`config.mk`:
```
export PLATFORM = sky130hd
export DESIGN_NAME = ksa_shuffle_fsm
export DESIGN_NICKNAME = d
export VERILOG_FILES = /design/src/rtl/ksa_shuffle_fsm.sv
export SDC_FILE = /design/constraint.sdc
export NUM_CORES = 1
export LEC_CHECK = 0
export ABC_AREA = 1
export CORE_ASPECT_RATIO = 1.25
export CORE_UTILIZATION = 53
export DETAILED_ROUTE_END_ITERATION = 6
export PLACE_DENSITY_LB_ADDON = 0.05
export SYNTH_ARGS = -nofsm -noshare
export SYNTH_HDL_FRONTEND = slang
export SYNTH_SLANG_ARGS = --single-unit
```
`constraint.sdc`:
```
create_clock -name clock -period 3.51 [get_ports clock]
set_input_delay 1.053 -clock clock [delete_from_list [all_inputs] [get_ports clock]]
set_output_delay 1.053 -clock clock [all_outputs]
set_load 0.1 [all_outputs]
```
`src/rtl/ksa_shuffle_fsm.sv`:
```
// ----------------------------------------------------------------------------
// ksa_shuffle_fsm
//
// Purpose:
//   Sequencer for the RC4 key-scheduling shuffle over a 256x8 S memory that
//   has already been initialised to S[i] = i. For i = 0..255 it computes
//   j = j + S[i] + key[i mod KEY_LENGTH] and swaps S[i] and S[j] through the
//   single memory port. Each iteration takes exactly 9 cycles.
//
// Ports:
//   clock       in   system clock, rising edge
//   reset       in   synchronous, active-high
//   start       in   run request, sampled only in IDLE and DONE
//   secret_key  in   8*KEY_LENGTH key, byte 0 is the most significant byte
//   q           in   S memory read data (valid one cycle after the address)
//   address     out  S memory address
//   data        out  S memory write data
//   wren        out  S memory write enable
//   busy        out  high while a shuffle is running
//   done        out  high in DONE until the next start acceptance or reset
//   state_dbg   out  current FSM state encoding
//
// Handshake: start is a level request with no ready. It is accepted on any
// rising edge where the FSM is in IDLE or DONE and start=1; everywhere else
// it is ignored. done is a held status, not a pulse.
// ----------------------------------------------------------------------------
module ksa_shuffle_fsm #(
   parameter int KEY_LENGTH = 3
) (
   input  logic                      clock,
   input  logic                      reset,
   input  logic                      start,
   input  logic [8*KEY_LENGTH-1:0]   secret_key,
   input  logic [7:0]                q,
   output logic [7:0]                address,
   output logic [7:0]                data,
   output logic                      wren,
   output logic                      busy,
   output logic                      done,
   output logic [3:0]                state_dbg
);

   localparam int KIDX_W = (KEY_LENGTH > 1) ? $clog2(KEY_LENGTH) : 1;
   localparam logic [KIDX_W-1:0] KIDX_LAST = KIDX_W'(KEY_LENGTH - 1);

   typedef enum logic [3:0] {
      IDLE    = 4'd0,
      RD_I    = 4'd1,
      WAIT_I  = 4'd2,
      CALC_J  = 4'd3,
      RD_J    = 4'd4,
      WAIT_J  = 4'd5,
      LATCH_J = 4'd6,
      WR_I    = 4'd7,
      WR_J    = 4'd8,
      NEXT    = 4'd9,
      DONE    = 4'd10
   } state_t;

   state_t                    state;
   state_t                    state_next;
   logic [7:0]                i;
   logic [7:0]                j;
   logic [7:0]                si;
   logic [7:0]                sj;
   logic [8*KEY_LENGTH-1:0]   key_r;
   // Tracks i mod KEY_LENGTH so no divider is needed.
   logic [KIDX_W-1:0]         kidx;
   logic [7:0]                key_byte;

   // Byte 0 sits in the most significant position of the key.
   always_comb begin
      key_byte = 8'h00;
      for (int k = 0; k < KEY_LENGTH; k++) begin
         if (kidx == KIDX_W'(k)) begin
            key_byte = key_r[8*(KEY_LENGTH-1-k) +: 8];
         end
      end
   end

   // State register and datapath registers.
   always_ff @(posedge clock) begin
      if (reset) begin
         state <= IDLE;
         i     <= 8'h00;
         j     <= 8'h00;
         si    <= 8'h00;
         sj    <= 8'h00;
         key_r <= '0;
         kidx  <= '0;
      end else begin
         state <= state_next;
         case (state)
            IDLE, DONE: begin
               if (start) begin
                  key_r <= secret_key;
                  i     <= 8'h00;
                  j     <= 8'h00;
                  kidx  <= '0;
               end
            end
            CALC_J: begin
               // q holds S[i] here: the address was presented for two cycles.
               si <= q;
               j  <= j + q + key_byte;
            end
            LATCH_J: begin
               sj <= q;
            end
            NEXT: begin
               if (i != 8'hFF) begin
                  i    <= i + 8'h01;
                  kidx <= (kidx == KIDX_LAST) ? '0 : kidx + 1'b1;
               end
            end
            default: ;
         endcase
      end
   end

   // Next-state and memory-bus decode. When i == j, WR_J lands last with the
   // original S[i], so a self-swap leaves the location unchanged.
   always_comb begin
      state_next = state;
      address    = 8'h00;
      data       = 8'h00;
      wren       = 1'b0;
      busy       = 1'b1;
      done       = 1'b0;
      case (state)
         IDLE: begin
            busy = 1'b0;
            if (start) state_next = RD_I;
         end
         RD_I: begin
            address    = i;
            state_next = WAIT_I;
         end
         WAIT_I: begin
            address    = i;
            state_next = CALC_J;
         end
         CALC_J: begin
            address    = i;
            state_next = RD_J;
         end
         RD_J: begin
            address    = j;
            state_next = WAIT_J;
         end
         WAIT_J: begin
            address    = j;
            state_next = LATCH_J;
         end
         LATCH_J: begin
            address    = j;
            state_next = WR_I;
         end
         WR_I: begin
            address    = i;
            data       = sj;
            wren       = 1'b1;
            state_next = WR_J;
         end
         WR_J: begin
            address    = j;
            data       = si;
            wren       = 1'b1;
            state_next = NEXT;
         end
         NEXT: begin
            state_next = (i == 8'hFF) ? DONE : RD_I;
         end
         DONE: begin
            busy = 1'b0;
            done = 1'b1;
            if (start) state_next = RD_I;
         end
         default: begin
            busy       = 1'b0;
            state_next = IDLE;
         end
      endcase
   end

   assign state_dbg = state;

endmodule
```
Word-level counts from Yosys, hierarchy flattened
Cells that the tools add are included.
Word-level totals
  register bits: 62
  output and inout bits: 23
  input bits: 35
  word-level logic and storage cells: 58
Operators by class
  equal/unequal tests: 16
  add/subtract/negate cells: 4
  reductions and logical operators: 12
  multiplexer cells: 19
Operator list (count)
  one-hot mux 8 bit (2 select lines): 4
  two-way mux 8 bit: 5
  one-hot mux 4 bit (10 select lines): 1
  adder 8 bit: 2
  == test 4 x 3 -> 1 bit (second input constant): 4
  == test 4 bit (second input constant): 3
  OR reduction 9 bit: 1
  adder 8 x 1 -> 8 bit (second input constant): 1
  == test 4 x 2 -> 1 bit (second input constant): 2
  == test 8 bit (second input constant): 1
  two-way mux 4 bit: 2
  != test 8 bit (second input constant): 1
  OR reduction 4 bit: 2
  two-way mux 2 bit: 3
  == test 4 x 1 -> 1 bit (second input constant): 1
  zero test 4 bit: 1
  one-hot mux 2 bit (2 select lines): 1
  AND reduction 2 bit: 2
  nonzero test 2 bit: 2
  OR reduction 2 bit: 2
  two-way mux 1 bit: 3
  AND reduction 3 bit: 1
  adder 2 x 1 -> 2 bit (second input constant): 1
  == test 2 x 1 -> 1 bit (second input constant): 1
  other kinds (4): 4

Depth between registers and ports, before layout
  depth after elaboration: 6
  mapped depth: 15
  gate-level depth less buffers: 15

Worst setup path after synthesis
Ideal clock, no wire load.
  path type: reg2out
  from: register state[0], in the netlist state_dbg[0]
  to: output address[0]
  data required time: 2457 ps
  arrival time: 3631 ps
  path buffers: 0
  slack: -1174 ps
  stages on the path, launching flop included: 5
  cells stage by stage: dfxtp_1 -> nand2_1 -> inv_1 -> a22oi_1 -> o21ai_0
Between the ends
  word-level cells in the longest chain between the ends: 3
  elaborated cells on any way between the ends: 11
  those cells by class: eq/ne (8); mux (1); reduce/logical (2)
Ends and longest elaborated chain
  start: declaration: line 60  | state_t state;
  start signal: assignment: line 92  | state <= state_next;
  == test 4 bit, or another cell as far along: line 130  | case (state)
  OR reduction 4 bit (no line)
  one-hot mux 8 bit (2 select lines) *: line 130
  end: declaration: line 35  | output logic [7:0] address,
Every way passes the cells marked *; elsewhere a longest branch is shown, timed or not.

Final worst setup path
  from: register state[3], in the netlist state_dbg[3]
  to: output address[7]
The elaborated chain is that of the path after synthesis.

==> flow_summary.ini <==
[pwr]
p_comb_frac = 0.228
ir_worst_vdd_uv = 370
switchingPower_mw = 0.591
p_seq_frac = 0.400
p_int_mw = 1.37
pwr_density_cell_nw_per_um2 = 458
clock_power_share = 0.372
power_leakage_nw = 1.88
switching_share = 0.301

[route]
drt_iter0_drc = 241
post-route-drc-count = 0
ant_nets = 0
routed_via_density = 5.22
firstDrtPassIters = 4
via_count = 3279
drt-total-wl_mm = 8.00
wire_per_inst_um = 12.7

[clocking]
path_clk_slew_ps = 70
htree_levels = 3
clock-sinks = 62
clock-root-buffer = clkbuf_8
post-cts-setup-buffer-count = 0
cts_resized = 0
cts_tree = built
hold_buffers = 0
worstSkewPairLatency_ps = 340
clk_path_buf_depth = 2
numCtsBuffers = 9

[floorplan]
core-area_sq_um = 6130
ios = 58
die_h_um = 90.9
dieArea_sq_um = 6640
rows = 32
die_x_um = 73.1
initial_core_util = 0.547

[critical_path]
required_ps = 2460
startpoint = state_dbg[3]$_SDFFE_PP0P_
worstSetupEndpointType = primary output
cp.arrival_ps = 2080
crit_type = flip-flop to primary output
rr_startpoint = kidx[1]$_SDFFE_PP0P_
crit_fanout = 10
crit_path_start_kind = flip-flop

[sta]
setup-tns-final_ps = 0
worst_slack_ps = 374
tightest_slew_ps = 534
fin_worst_skew_ps = 7.27
hold_viol_final = 0
finalCriticalPeriod_ps = 3140
slew_headroom = 0.643
slew_viol_final = 0
rsz0062_at_grt = no
setup_violations = 0
fin_crit_sh = 0.893
fmax_mhz = 319

[yosys]
synth-seq-cells = 62
avgSynthCellArea_sq_um = 6.99
synth_simple_gate_area_frac = 0.326
synth_area_sq_um = 3350
syn_nets = 529
synth_xor_xnor_area_share = 0.00785
synth_top_family_by_area = simple AND/OR/NAND/NOR gates
synth_compound_area_frac = 0.136
syn_inst = 479
ys_seq_area_frac = 0.371
yosysWarnings = 0
synthMuxAreaShare = 0
ys_types = 38
synth_adder_area_share = 0.0740

[placement]
place_congestion = 0.871
preCtsSetupSlack_ps = 64.1
dp_hpwl_mm = 5.97
port_buffers = 57
placedCellCount = 612
post_dp_cell_area_sq_um = 4050

[hold_path]
hold_class = flip-flop to flip-flop
hold_start = j[6]$_SDFFE_PP0P_

[cells_and_area]
antenna_cells = 0
drive_above_1_share = 0.129
nets = 588
final_cells = 628
fin_area_sq_um = 4290
nFillCells = 536
area_delta_synth_final_pct = 28.0

[run_status]
status = finished clean

[grt]
grt_max_degree = 27
overflow = 0
grt_pass1_wl_mm = 13.6
gr-usage-all-layers = 0.264
grt_pass1_vias = 3127
antenna_found_initial = 0

[job]
maxCapViolations = 0
[final timing paths]
path                                          end  slack (ps)  depth (start not counted)
worst min register to register  j[6]$_SDFFE_PP0P_         480                          2
worst max-delay path                   address[7]         370                          7
worst min-delay path            j[6]$_SDFFE_PP0P_         480                          2
worst max register to register  j[5]$_SDFFE_PP0P_         730                         12
[flip-flops by register name, indices dropped and copies added (netlist names)]
register / flops
i: 8
j: 8
key_r: 24
kidx: 2
si: 8
sj: 8
state_dbg: 4
[synthesized netlist by cell type, drive strengths merged]
master / n / share of area
nand3b: 1 / 0.0022
dfxtp: 62 / 0.37
a21o: 1 / 0.0022
o21ai: 52 / 0.078
a31oi: 1 / 0.0019
ha: 7 / 0.026
nand4: 5 / 0.0093
o311ai: 1 / 0.0026
nor2: 92 / 0.11
or2: 2 / 0.0037
clkinv: 4 / 0.0056
nand2: 100 / 0.12
o31ai: 1 / 0.0022
clkbuf: 9 / 0.014
xor2: 3 / 0.0078
a211oi: 1 / 0.0022
buf: 5 / 0.011
inv: 49 / 0.055
nor3: 4 / 0.0075
nand3: 41 / 0.068
o22ai: 4 / 0.0075
fa: 8 / 0.048
a22oi: 1 / 0.0022
a21oi: 25 / 0.037
[layer usage]
metal,global-route usage,vias to the layer above,routed length [um]
li1,-,1666,-
met1,0.304,1476,3360
met2,0.451,108,3980
met3,0.0558,29,363
met4,0.131,0,303
met5,0,-,0
[layout by cell type, fill, tap and decap left out, types with 2 or more instances in the layout]
| cell type | n |
|---|---|
| nor2_2 | 3 |
| clkdlybuf4s50_1 | 34 |
| ha_1 | 7 |
| nand2_4 | 4 |
| nor3_1 | 3 |
| a21oi_1 | 25 |
| o21ai_0 | 40 |
| buf_12 | 9 |
| inv_1 | 45 |
| o21ai_1 | 12 |
| inv_2 | 4 |
| nand4_1 | 5 |
| nand3_1 | 38 |
| nand3_2 | 2 |
| fa_1 | 8 |
| buf_4 | 19 |
| o22ai_2 | 3 |
| xor2_1 | 3 |
| clkinv_2 | 4 |
| nand2_2 | 2 |
| or2_2 | 2 |
| nand2_1 | 94 |
| nor2_1 | 87 |
| bufinv_16 | 2 |
| clkbuf_8 | 12 |
| dfxtp_1 | 62 |
[metrics by stage]
| stage | power (mW) | utilization | hold slack, ps |
|---|---|---|---|
| 2_1_floorplan | 1.12 | - | 445 |
| 3_3_place_gp | 1.23 | 0.662 | 457 |
| 3_5_place_dp | 1.24 | 0.662 | 455 |
| 4_1_cts | 1.96 | 0.700 | 465 |
| 5_1_grt | 2.06 | 0.700 | 507 |
| 6_report | 1.96 | 0.700 | 477 |
[power groups by stage]
stage	Sequential (mW)	Clock, mW	Combinational, mW
after global placement	0.799	0	0.435
final	0.786	0.730	0.446
after floorplan	0.818	0	0.301
after CTS	0.785	0.733	0.446
after detailed placement	0.801	0	0.443
after global routing	0.791	0.767	0.502
[critical path, stage by stage (launching register included)]
cell and delay, ps:
dfxtp_1 480, inv_2 110, nor2_4 260, nand2_1 160, nand2_1 210, inv_1 120
o22ai_2 200, buf_12 200
[final cells by class]
cell class | count | area, sq um | area share
Clock buffer | 13 | 169 | 0.0394
Clock inverter | 3 | 65.1 | 0.0152
Inverter | 53 | 203 | 0.0473
Multi-Input combinational cell | 350 | 1840 | 0.429
Sequential cell | 62 | 1240 | 0.290
Tap cell | 85 | 106 | 0.0248
Timing Repair Buffer | 62 | 663 | 0.155
[logic make-up after synthesis]
kind of cell	count (synthesis)
XOR/XNOR	3
buffers and inverters	67
AND/OR/NAND/NOR	245
adder cells (fa/ha/maj)	15
AO/OA/AOI/OAI	87
flip-flops	62
No activity file was read; power rests on OpenSTA's default activity.
